<file path="src/rtl/aes_ctrl_pkg.sv">
// +--------------------------------------------------------------------------+
// | aes_ctrl_pkg: shared constants, phase encoding and helpers for the AES   |
// | round controller.                                   Revision: 1.0        |
// +--------------------------------------------------------------------------+
`default_nettype none

package aes_ctrl_pkg;

  localparam logic [7:0] AES_RCON_INIT = 8'h01;
  localparam logic [7:0] AES_RCON_POLY = 8'h1B;

  localparam int DEF_BYTES_PER_ROUND = 16;
  localparam int DEF_KS_CYCLES       = 4;
  localparam int DEF_MC_PERIOD       = 4;
  localparam int DEF_NUM_ROUNDS      = 10;

  typedef enum logic [2:0] {
    PH_IDLE      = 3'd0,
    PH_BYTE      = 3'd1,
    PH_KEYSCHED  = 3'd2,
    PH_SHIFTROWS = 3'd3,
    PH_INVALID   = 3'd4
  } phase_e;

  function automatic int aes_round_len(input int bytes_per_round, input int ks_cycles);
    return bytes_per_round + ks_cycles + 1;
  endfunction

  function automatic logic [7:0] xtime(input logic [7:0] b);
    return {b[6:0], 1'b0} ^ (b[7] ? AES_RCON_POLY : 8'h00);
  endfunction

endpackage

`default_nettype wire

</file>
<file path="src/rtl/aes_ctrl_rounds_rcon.sv">
// +--------------------------------------------------------------------------+
// | aes_rcon_gen: 8-bit AES round-constant register (load-init/advance/hold).|
// |                                                     Revision: 1.0        |
// +--------------------------------------------------------------------------+
`default_nettype none

module aes_rcon_gen
  import aes_ctrl_pkg::*;
(
  input  logic       ClkxCI,
  input  logic       RstxBI,
  input  logic       LoadInitxSI,
  input  logic       AdvancexSI,
  output logic [7:0] RconxDO
);

  logic [7:0] rcon_q, rcon_d;

  always_comb begin
    rcon_d = rcon_q;
    if (LoadInitxSI) begin
      rcon_d = AES_RCON_INIT;
    end else if (AdvancexSI) begin
      rcon_d = xtime(rcon_q);
    end
  end

  always_ff @(posedge ClkxCI or negedge RstxBI) begin
    if (!RstxBI) begin
      rcon_q <= AES_RCON_INIT;
    end else begin
      rcon_q <= rcon_d;
    end
  end

  assign RconxDO = rcon_q;

endmodule

`default_nettype wire

</file>
<file path="src/rtl/aes_ctrl_rounds.sv">
// +--------------------------------------------------------------------------+
// | aes_ctrl_rounds: round/phase controller for the byte-serial TI AES core. |
// | Optional AES_CTRL_ABORT_EN adds AbortxSI.           Revision: 1.0        |
// +--------------------------------------------------------------------------+
`default_nettype none

module aes_ctrl_rounds
  import aes_ctrl_pkg::*;
#(
  parameter int BYTES_PER_ROUND = DEF_BYTES_PER_ROUND,
  parameter int KS_CYCLES       = DEF_KS_CYCLES,
  parameter int MC_PERIOD       = DEF_MC_PERIOD,
  parameter int NUM_ROUNDS      = DEF_NUM_ROUNDS
) (
  input  logic                               ClkxCI,
  input  logic                               RstxBI,
  input  logic                               StartxSI,
  input  logic                               StallxSI,
`ifdef AES_CTRL_ABORT_EN
  input  logic                               AbortxSI,
`endif
  output logic                               BusyxSO,
  output logic                               DonexSO,
  output logic                               CycleEnxSO,
  output logic [$clog2(BYTES_PER_ROUND)-1:0] ByteIdxxDO,
  output logic [$clog2(NUM_ROUNDS+1)-1:0]    RoundxDO,
  output logic [7:0]                         RconxDO,
  output logic                               StateIDLExS,
  output logic                               FirstCyclexS,
  output logic                               ByteFirstxS,
  output logic                               ByteMidxS,
  output logic                               ByteLastxS,
  output logic                               KeySchedxS,
  output logic                               ShiftRowsxS,
  output logic                               doMixColumnsxS,
  output logic                               LastRoundxS
);

  localparam int RLEN = aes_round_len(BYTES_PER_ROUND, KS_CYCLES);
  localparam int CW   = $clog2(RLEN + 1);
  localparam int RW   = $clog2(NUM_ROUNDS + 1);
  localparam int BW   = $clog2(BYTES_PER_ROUND);

  localparam logic [CW-1:0] C_ONE        = CW'(1);
  localparam logic [CW-1:0] C_LEN        = CW'(RLEN);
  localparam logic [CW-1:0] C_BYTE_END   = CW'(BYTES_PER_ROUND);
  localparam logic [CW-1:0] C_KS_END     = CW'(BYTES_PER_ROUND + KS_CYCLES);
  localparam logic [CW-1:0] C_MC         = CW'(MC_PERIOD);
  localparam logic [CW-1:0] C_LAST_START = CW'(BYTES_PER_ROUND - MC_PERIOD + 1);
  localparam logic [RW-1:0] R_ONE        = RW'(1);
  localparam logic [RW-1:0] R_LAST       = RW'(NUM_ROUNDS);

  logic [CW-1:0] cnt_q, cnt_d, cnt_m1;
  logic [RW-1:0] round_q, round_d;
  logic          done_q, done_d;
  logic          rcon_init, rcon_adv;
  logic          AbortxS;
  phase_e        phase;

`ifdef AES_CTRL_ABORT_EN
  assign AbortxS = AbortxSI;
`else
  assign AbortxS = 1'b0;
`endif

  always_comb begin
    phase = PH_INVALID;
    if (cnt_q == '0) begin
      phase = PH_IDLE;
    end else if (cnt_q <= C_BYTE_END) begin
      phase = PH_BYTE;
    end else if (cnt_q <= C_KS_END) begin
      phase = PH_KEYSCHED;
    end else if (cnt_q == C_LEN) begin
      phase = PH_SHIFTROWS;
    end
  end

  // Abort outranks stall and the final-round wrap; out-of-range counts recover to IDLE.
  always_comb begin
    cnt_d     = cnt_q;
    round_d   = round_q;
    done_d    = 1'b0;
    rcon_init = 1'b0;
    rcon_adv  = 1'b0;
    if (phase == PH_IDLE) begin
      if (StartxSI && !AbortxS) begin
        cnt_d     = C_ONE;
        round_d   = R_ONE;
        rcon_init = 1'b1;
      end
    end else if (phase == PH_INVALID || AbortxS) begin
      cnt_d     = '0;
      round_d   = '0;
      rcon_init = 1'b1;
    end else if (!StallxSI) begin
      if (cnt_q != C_LEN) begin
        cnt_d = cnt_q + C_ONE;
      end else if (round_q == R_LAST) begin
        cnt_d     = '0;
        round_d   = '0;
        rcon_init = 1'b1;
        done_d    = 1'b1;
      end else begin
        cnt_d    = C_ONE;
        round_d  = round_q + R_ONE;
        rcon_adv = 1'b1;
      end
    end
  end

  always_ff @(posedge ClkxCI or negedge RstxBI) begin
    if (!RstxBI) begin
      cnt_q   <= '0;
      round_q <= '0;
      done_q  <= 1'b0;
    end else begin
      cnt_q   <= cnt_d;
      round_q <= round_d;
      done_q  <= done_d;
    end
  end

  aes_rcon_gen u_rcon (
    .ClkxCI      (ClkxCI),
    .RstxBI      (RstxBI),
    .LoadInitxSI (rcon_init),
    .AdvancexSI  (rcon_adv),
    .RconxDO     (RconxDO)
  );

  assign cnt_m1         = cnt_q - C_ONE;
  assign StateIDLExS    = (phase == PH_IDLE);
  assign BusyxSO        = ~StateIDLExS;
  assign DonexSO        = done_q;
  assign CycleEnxSO     = BusyxSO & ~StallxSI;
  assign RoundxDO       = round_q;
  assign LastRoundxS    = (round_q == R_LAST);
  assign FirstCyclexS   = (cnt_q == C_ONE);
  assign ByteIdxxDO     = (phase == PH_BYTE) ? BW'(cnt_m1) : '0;
  assign ByteFirstxS    = (phase == PH_BYTE) && (cnt_q <= C_MC);
  assign ByteLastxS     = (phase == PH_BYTE) && (cnt_q >= C_LAST_START);
  assign ByteMidxS      = (phase == PH_BYTE) && !ByteFirstxS && !ByteLastxS;
  assign KeySchedxS     = (phase == PH_KEYSCHED);
  assign ShiftRowsxS    = (phase == PH_SHIFTROWS);
  assign doMixColumnsxS = (phase == PH_BYTE) && ((cnt_m1 % C_MC) == '0) && !LastRoundxS;

endmodule

`default_nettype wire

</file>
<file path="config.mk">
export PLATFORM = sky130hd
export DESIGN_NAME = aes_ctrl_rounds
export DESIGN_NICKNAME = d
export VERILOG_FILES = /design/src/rtl/aes_ctrl_pkg.sv /design/src/rtl/aes_ctrl_rounds_rcon.sv /design/src/rtl/aes_ctrl_rounds.sv
export SDC_FILE = /design/constraint.sdc
export NUM_CORES = 1
export LEC_CHECK = 0
export CAP_MARGIN = 20
export CORE_MARGIN = 8
export CORE_UTILIZATION = 30
export CTS_CLUSTER_SIZE = 10
export DETAILED_ROUTE_END_ITERATION = 12
export PLACE_DENSITY = 0.51
export SETUP_SLACK_MARGIN = 0.5
export SLEW_MARGIN = 10
export SYNTH_ARGS = -nofsm -noshare
export SYNTH_HDL_FRONTEND = slang
export SYNTH_SLANG_ARGS = --single-unit
</file>
<file path="constraint.sdc">
create_clock -name ClkxCI -period 6.6 [get_ports ClkxCI]
set_input_delay 0.99 -clock ClkxCI [delete_from_list [all_inputs] [get_ports ClkxCI]]
set_output_delay 0.99 -clock ClkxCI [all_outputs]
set_load 0.1 [all_outputs]
</file>
* Yosys cells after proc, flatten, opt, wreduce, memory -nomap -nowiden
Index checks and enable logic that the tools add are counted.
** Storage, ports and cells
- Word-level logic and storage cells :: 74
- Memories kept :: 0
- Output and inout bits :: 28
- Bits in registers :: 18
- Bits in read-only memories :: 0
- Bits in writable memories :: 0
- Latch bits :: 0
** Cells by class
- Muxes and demuxes :: 33
- Multiply operators :: 0
- $lt $le $gt $ge :: 4
- Divide/modulo/power cells :: 0
- Bitwise logic cells :: 4
- Shift operators :: 0
- Add/subtract/negate cells :: 3
- Equal/unequal tests :: 11
- Reduce and logical (&&, ||, !) cells :: 15
** Operators by type and width (count)
- 5-bit 2-to-1 mux :: 6
- 4-bit 2-to-1 mux :: 7
- 8-bit 2-to-1 mux :: 2
- 1-bit 2-to-1 mux :: 14
- 3-bit 2-to-1 mux :: 4
- 5-bit <= comparator, second input constant :: 2
- 5-bit logical NOT :: 2
- 8-bit bitwise XOR :: 1
- 3-bit by 2-bit equality test with 1-bit output, second input constant :: 2
- 1-bit logical AND :: 6
- 5-bit by 1-bit adder with 5-bit output, second input constant :: 1
- 5-bit by 1-bit equality test with 1-bit output, second input constant :: 1
- 5-bit equality test, second input constant :: 1
- 5-bit by 4-bit greater-or-equal comparator with 1-bit output, second input constant :: 1
- 5-bit by 3-bit <= comparator with 1-bit output, second input constant :: 1
- 5-bit != test, second input constant :: 1
- 4-bit by 1-bit adder with 4-bit output, second input constant :: 1
- 4-bit equality test, second input constant :: 1
- 4-bit by 1-bit subtractor with 4-bit output, second input constant :: 1
- 3-bit by 1-bit equality test with 1-bit output, second input constant :: 1
- 3-bit equality test, second input constant :: 1
- 1-bit logical NOT :: 3
- 3-bit logical NOT :: 1
- 3-bit by 1-bit != test with 1-bit output, second input constant :: 1
- 7 further kinds :: 8

* Longest topological paths before layout
- Depth in word-level cells :: 10
- Mapped depth :: 10
- Depth with buffers taken out :: 10

* Modules after synthesis
From an unflattened synthesis, not the netlist that was laid out.
** Second synthesis, totals
- Cells, all modules :: 130
- Area total of the unflattened synthesis :: 1239.9 µm²
** Modules (own cells, without submodules)
- aes_ctrl_rounds :: cells an instance 100, area each 890.9 µm², times used 1, sequential area each 250.2 µm²
- aes_rcon_gen :: cells an instance 30, area each 349.1 µm², times used 1, sequential area each 201.4 µm²

* Least setup slack after synthesis
Ideal clock, no wire load.
- Kind :: reg-to-output
- Start :: register cnt_q[0]
- End :: output ShiftRowsxS
- Path slack :: 1.186 ns
- Buffers on the path :: 0
- Arrival time :: 4.424 ns
- Required time :: 5.610 ns
- Cell stages (with the launch flop) :: 9
- Path through :: dfrtp_1 -> inv_1 -> ha_1 -> nand3_1 -> inv_1 -> ha_1 -> inv_2 -> nand3_1 -> nor3_1
** Between the ends
- Longest elaborated chain between the ends :: 6
- Elaborated cells on any way between the ends :: 9
** RTL lines
- start, declared :: RTL line aes_ctrl_rounds.sv:53 : logic [CW-1:0] cnt_q, cnt_d, cnt_m1;
- start signal, assigned :: RTL line aes_ctrl_rounds.sv:118 : cnt_q <= cnt_d;
- parallel branches: the longest is 4 deep, another holds 5-bit <= comparator
- 3-bit 2-to-1 mux * :: RTL line aes_ctrl_rounds.sv:68 : if (cnt_q == '0) begin
- 3-bit by 2-bit equality test with 1-bit output * :: RTL line aes_ctrl_rounds.sv:145 : assign ShiftRowsxS = (phase == PH_SHIFTROWS);
- end, declared :: RTL line aes_ctrl_rounds.sv:34 : output logic ShiftRowsxS,
Every way passes the cells marked *.

* Worst setup path in the final report
Same ends and word-level chain as after synthesis.

==> flow_results.org <==
** Clocking
- In this run the number of H-tree levels came out at 1.
- CTS sink count :: 18
- Clock Path Buffers :: 2
- In this run the post-CTS setup repair buffer count came out at 0.
- TritonCTS built the clock tree.
- Clock root cell :: clkbuf_8
- Hold Buf Count CTS :: 0
- The later pin in the worst-skew pair is clocked with a latency of 0.25 ns.
- TritonCTS created 3 clock buffers.
- Clock-pin slew was measured on the worst setup and hold paths at about 0.070 ns.
- The number of gates resized after CTS was 0.

** Detailed routing
- DR iter-0 viols :: 44
- DRC violations left :: 0
- The pre-antenna-repair detailed-routing pass consisted of 4 iterations.
- The routed layout has around 1100 vias.
- Dividing the detail-routed wire length by the instance count gives 15.0 microns.
- Number of nets with antenna violations after routing :: 0
- The final layout contains routed wiring with a total length of ~3200 microns.
- Using the TritonRoute via totals, the vias-per-cell ratio works out to 5.05.

** Logic synthesis
- Number of distinct library cells after synthesis :: 48
- Netlist area before placement :: 1310 sq um
- Leading cell types by count after synthesis :: dfrtp_1 (17), nor2_1 (17), ha_1 (7), inv_1 (7), xnor2_1 (6)
- The cell count after synthesis came out at 132.
- Yosys mapped a number of flops with a built-in enable equal to 0.
- Count of state elements after synthesis :: 18
- Ranked by total cell area, the synthesized netlist is headed by dfrtp_1 (33%), ha_1 (6.7%), nor2_1 (4.9%).
- Among all flip-flop cells after synthesis, the most frequent one is dfrtp_1.
- Share of synthesized registers carrying an async set or reset :: 1.00
- Synthesis produced a netlist with a net count of roughly 140.
- Synth area leader :: dfrtp_1
- Sequential-to-total area share from yosys stat :: 0.346
- Each instance of the synthesized netlist takes up on average just under 10 sq um.
- Top-area cell type share of the netlist area :: 0.326
- Yosys printed 0 warnings.

** Floorplan
- Effective utilization at floorplan :: 0.306
- The core region is 4260 sq um.
- Measured along the y axis, the die boundary spans ~80 microns.
- Width of the chip :: 82.0 microns
- 32 I/O pins were placed.
- In this run the core area contains 24 standard-cell rows.
- Die ar. :: 6720 sq um

** Cells and area
- The repair_antennas step left the layout with diodes totalling 0.
- Relative to the synthesized area, the layout overhead comes to 30.9%.
- After the last flow step, the layout net total stands at between 150 and 200.
- Fraction of layout instances using a drive strength above 1 :: 0.190
- The layout has 426 filler cells.

** Placement
- In this run the tool buffered the top-level ports with 31 buffer cells.
- Estimated wirelength of the detail-placed design :: 2430 microns
- Global placement routability congestion :: ~0.86

** Timing
- Minimum period implied by the final worst setup slack :: 4.27 ns
- Skew final :: 0.00423 ns
- The total count of max-transition violations in the final report came to 0.
- Derived from the worst setup path, the maximum achievable clock frequency is ~230 MHz.
- Number of setup violations in the final report :: 0
- Slew headroom :: 0.343
- For the final routed database, the setup TNS stands at 0 ns.
- Setup repair after global routing left no endpoint under its margin.
- The final hold violation count came to 0.
- For the pin with the worst max-slew slack, the measured transition is around 0.98 ns.
- In the finished design, the share of the clock period the worst path needs comes to 0.647.

** Global routing
- First-pass GRT wire length :: 5460 microns
- Entering global routing, the biggest net connects 19 pins.
- Aggregate global-route resource usage :: 0.104
- Initial antenna violation count :: 0
- Total global routing overflow :: 0
- Via count of the first global-routing pass :: 1201

** Outcome
- The run finished with clean final reports.

** Setup path
- Critical path peak fanout :: 9
- Critical path class :: reg2out
- Data required time at the worst endpoint :: 5.61 ns
- STA classifies the critical path endpoint as an output pin.
- Critical path startpoint category :: register
- For the worst setup path, the data arrival time is between 3 and 4 ns.

** Run
- Max-cap violations in this run came to 0.

** Worst hold path
- The tightest min-delay check is of the reg2reg type.
==> worst paths after layout <==
kind,startpoint,end,slack (ns),cells after the start
setup / recovery,cnt_q[0]$_DFFE_PN0P_,ShiftRowsxS,2.33,9
hold / removal,RoundxDO[3]$_DFFE_PN0P_,RoundxDO[3]$_DFFE_PN0P_,0.50,1
setup reg to reg,cnt_q[0]$_DFFE_PN0P_,u_rcon.RconxDO[6]$_DFFE_PN0P_,3.87,8
hold reg to reg,RoundxDO[3]$_DFFE_PN0P_,RoundxDO[3]$_DFFE_PN0P_,0.50,1
max in group asynchronous,RstxBI,u_rcon.RconxDO[7]$_DFFE_PN0P_,4.86,1
min in group asynchronous,RstxBI,u_rcon.RconxDO[1]$_DFFE_PN0P_,1.22,1
==> layout by cell type, fill, tap and decap left out, types with 5 or more instances in the layout <==
master / Yosys / layout
clkdlybuf4s50_1: 0 / 31
dfrtp_1: 17 / 17
nor2_1: 17 / 17
inv_1: 7 / 7
ha_1: 7 / 7
xnor2_1: 6 / 6
nand3_1: 5 / 5
nand2_1: 5 / 5
nor2_2: 5 / 5
mux2i_1: 5 / 5
o21ai_1: 5 / 5
==> layout make-up <==
class,count,area [sq um],area share
clock buffer,4,55.1,0.0322
inverter,8,30.0,0.0176
multi-input combinational,102,798,0.467
sequential,18,452,0.264
tap,52,65.1,0.0380
timing repair buffer,31,310,0.181
==> state kept, by name, summed over array words and instances, names as in the netlist <==
register / cells
u_rcon.RconxDO: 8
DonexSO: 1
RoundxDO: 4
cnt_q: 5
==> per-layer routing <==
metal | track usage | vias up | share of wire
li1 | - | 535 | -
met1 | 0.125 | 506 | 0.46
met2 | 0.162 | 41 | 0.45
met3 | 0.0339 | 4 | 0.086
met4 | 0.0526 | 0 | 0.012
met5 | 0 | - | 0
==> kinds of logic (layout without fill, tap and decap cells) <==
family,Yosys count,after routing,share of synthesized area
adder cells (fa/ha/maj),7,7,0.0670
AO/OA/AOI/OAI,30,30,0.215
buffers and inverters,12,43,0.0431
flip-flops,18,18,0.346
AND/OR/NAND/NOR,53,53,0.244
multiplexers,5,5,0.0383
XOR/XNOR,7,7,0.0469
==> metrics by stage <==
stage	hold slack, ns	area, sq um	setup slack, ns	util	cells
global route	0.539	1710	2.08	0.401	215
global placement	0.484	1660	2.70	0.388	211
detailed placement	0.494	1660	2.62	0.388	211
CTS	0.503	1710	2.30	0.401	215
floorplan	0.610	1310	1.19	-	132
finish	0.503	1710	2.33	0.401	215
==> critical path, cell delays in order (launching register included) <==
cell	delay (ns)
dfrtp_1	0.52
inv_1	0.14
ha_1	0.25
nand3_1	0.12
inv_1	0.05
ha_1	0.30
inv_2	0.22
nand3_1	0.12
nor3_1	0.15
clkdlybuf4s50_1	1.16
Power is not shown: default switching activity piles up to over one toggle a cycle in this logic, so the estimate is an artifact.
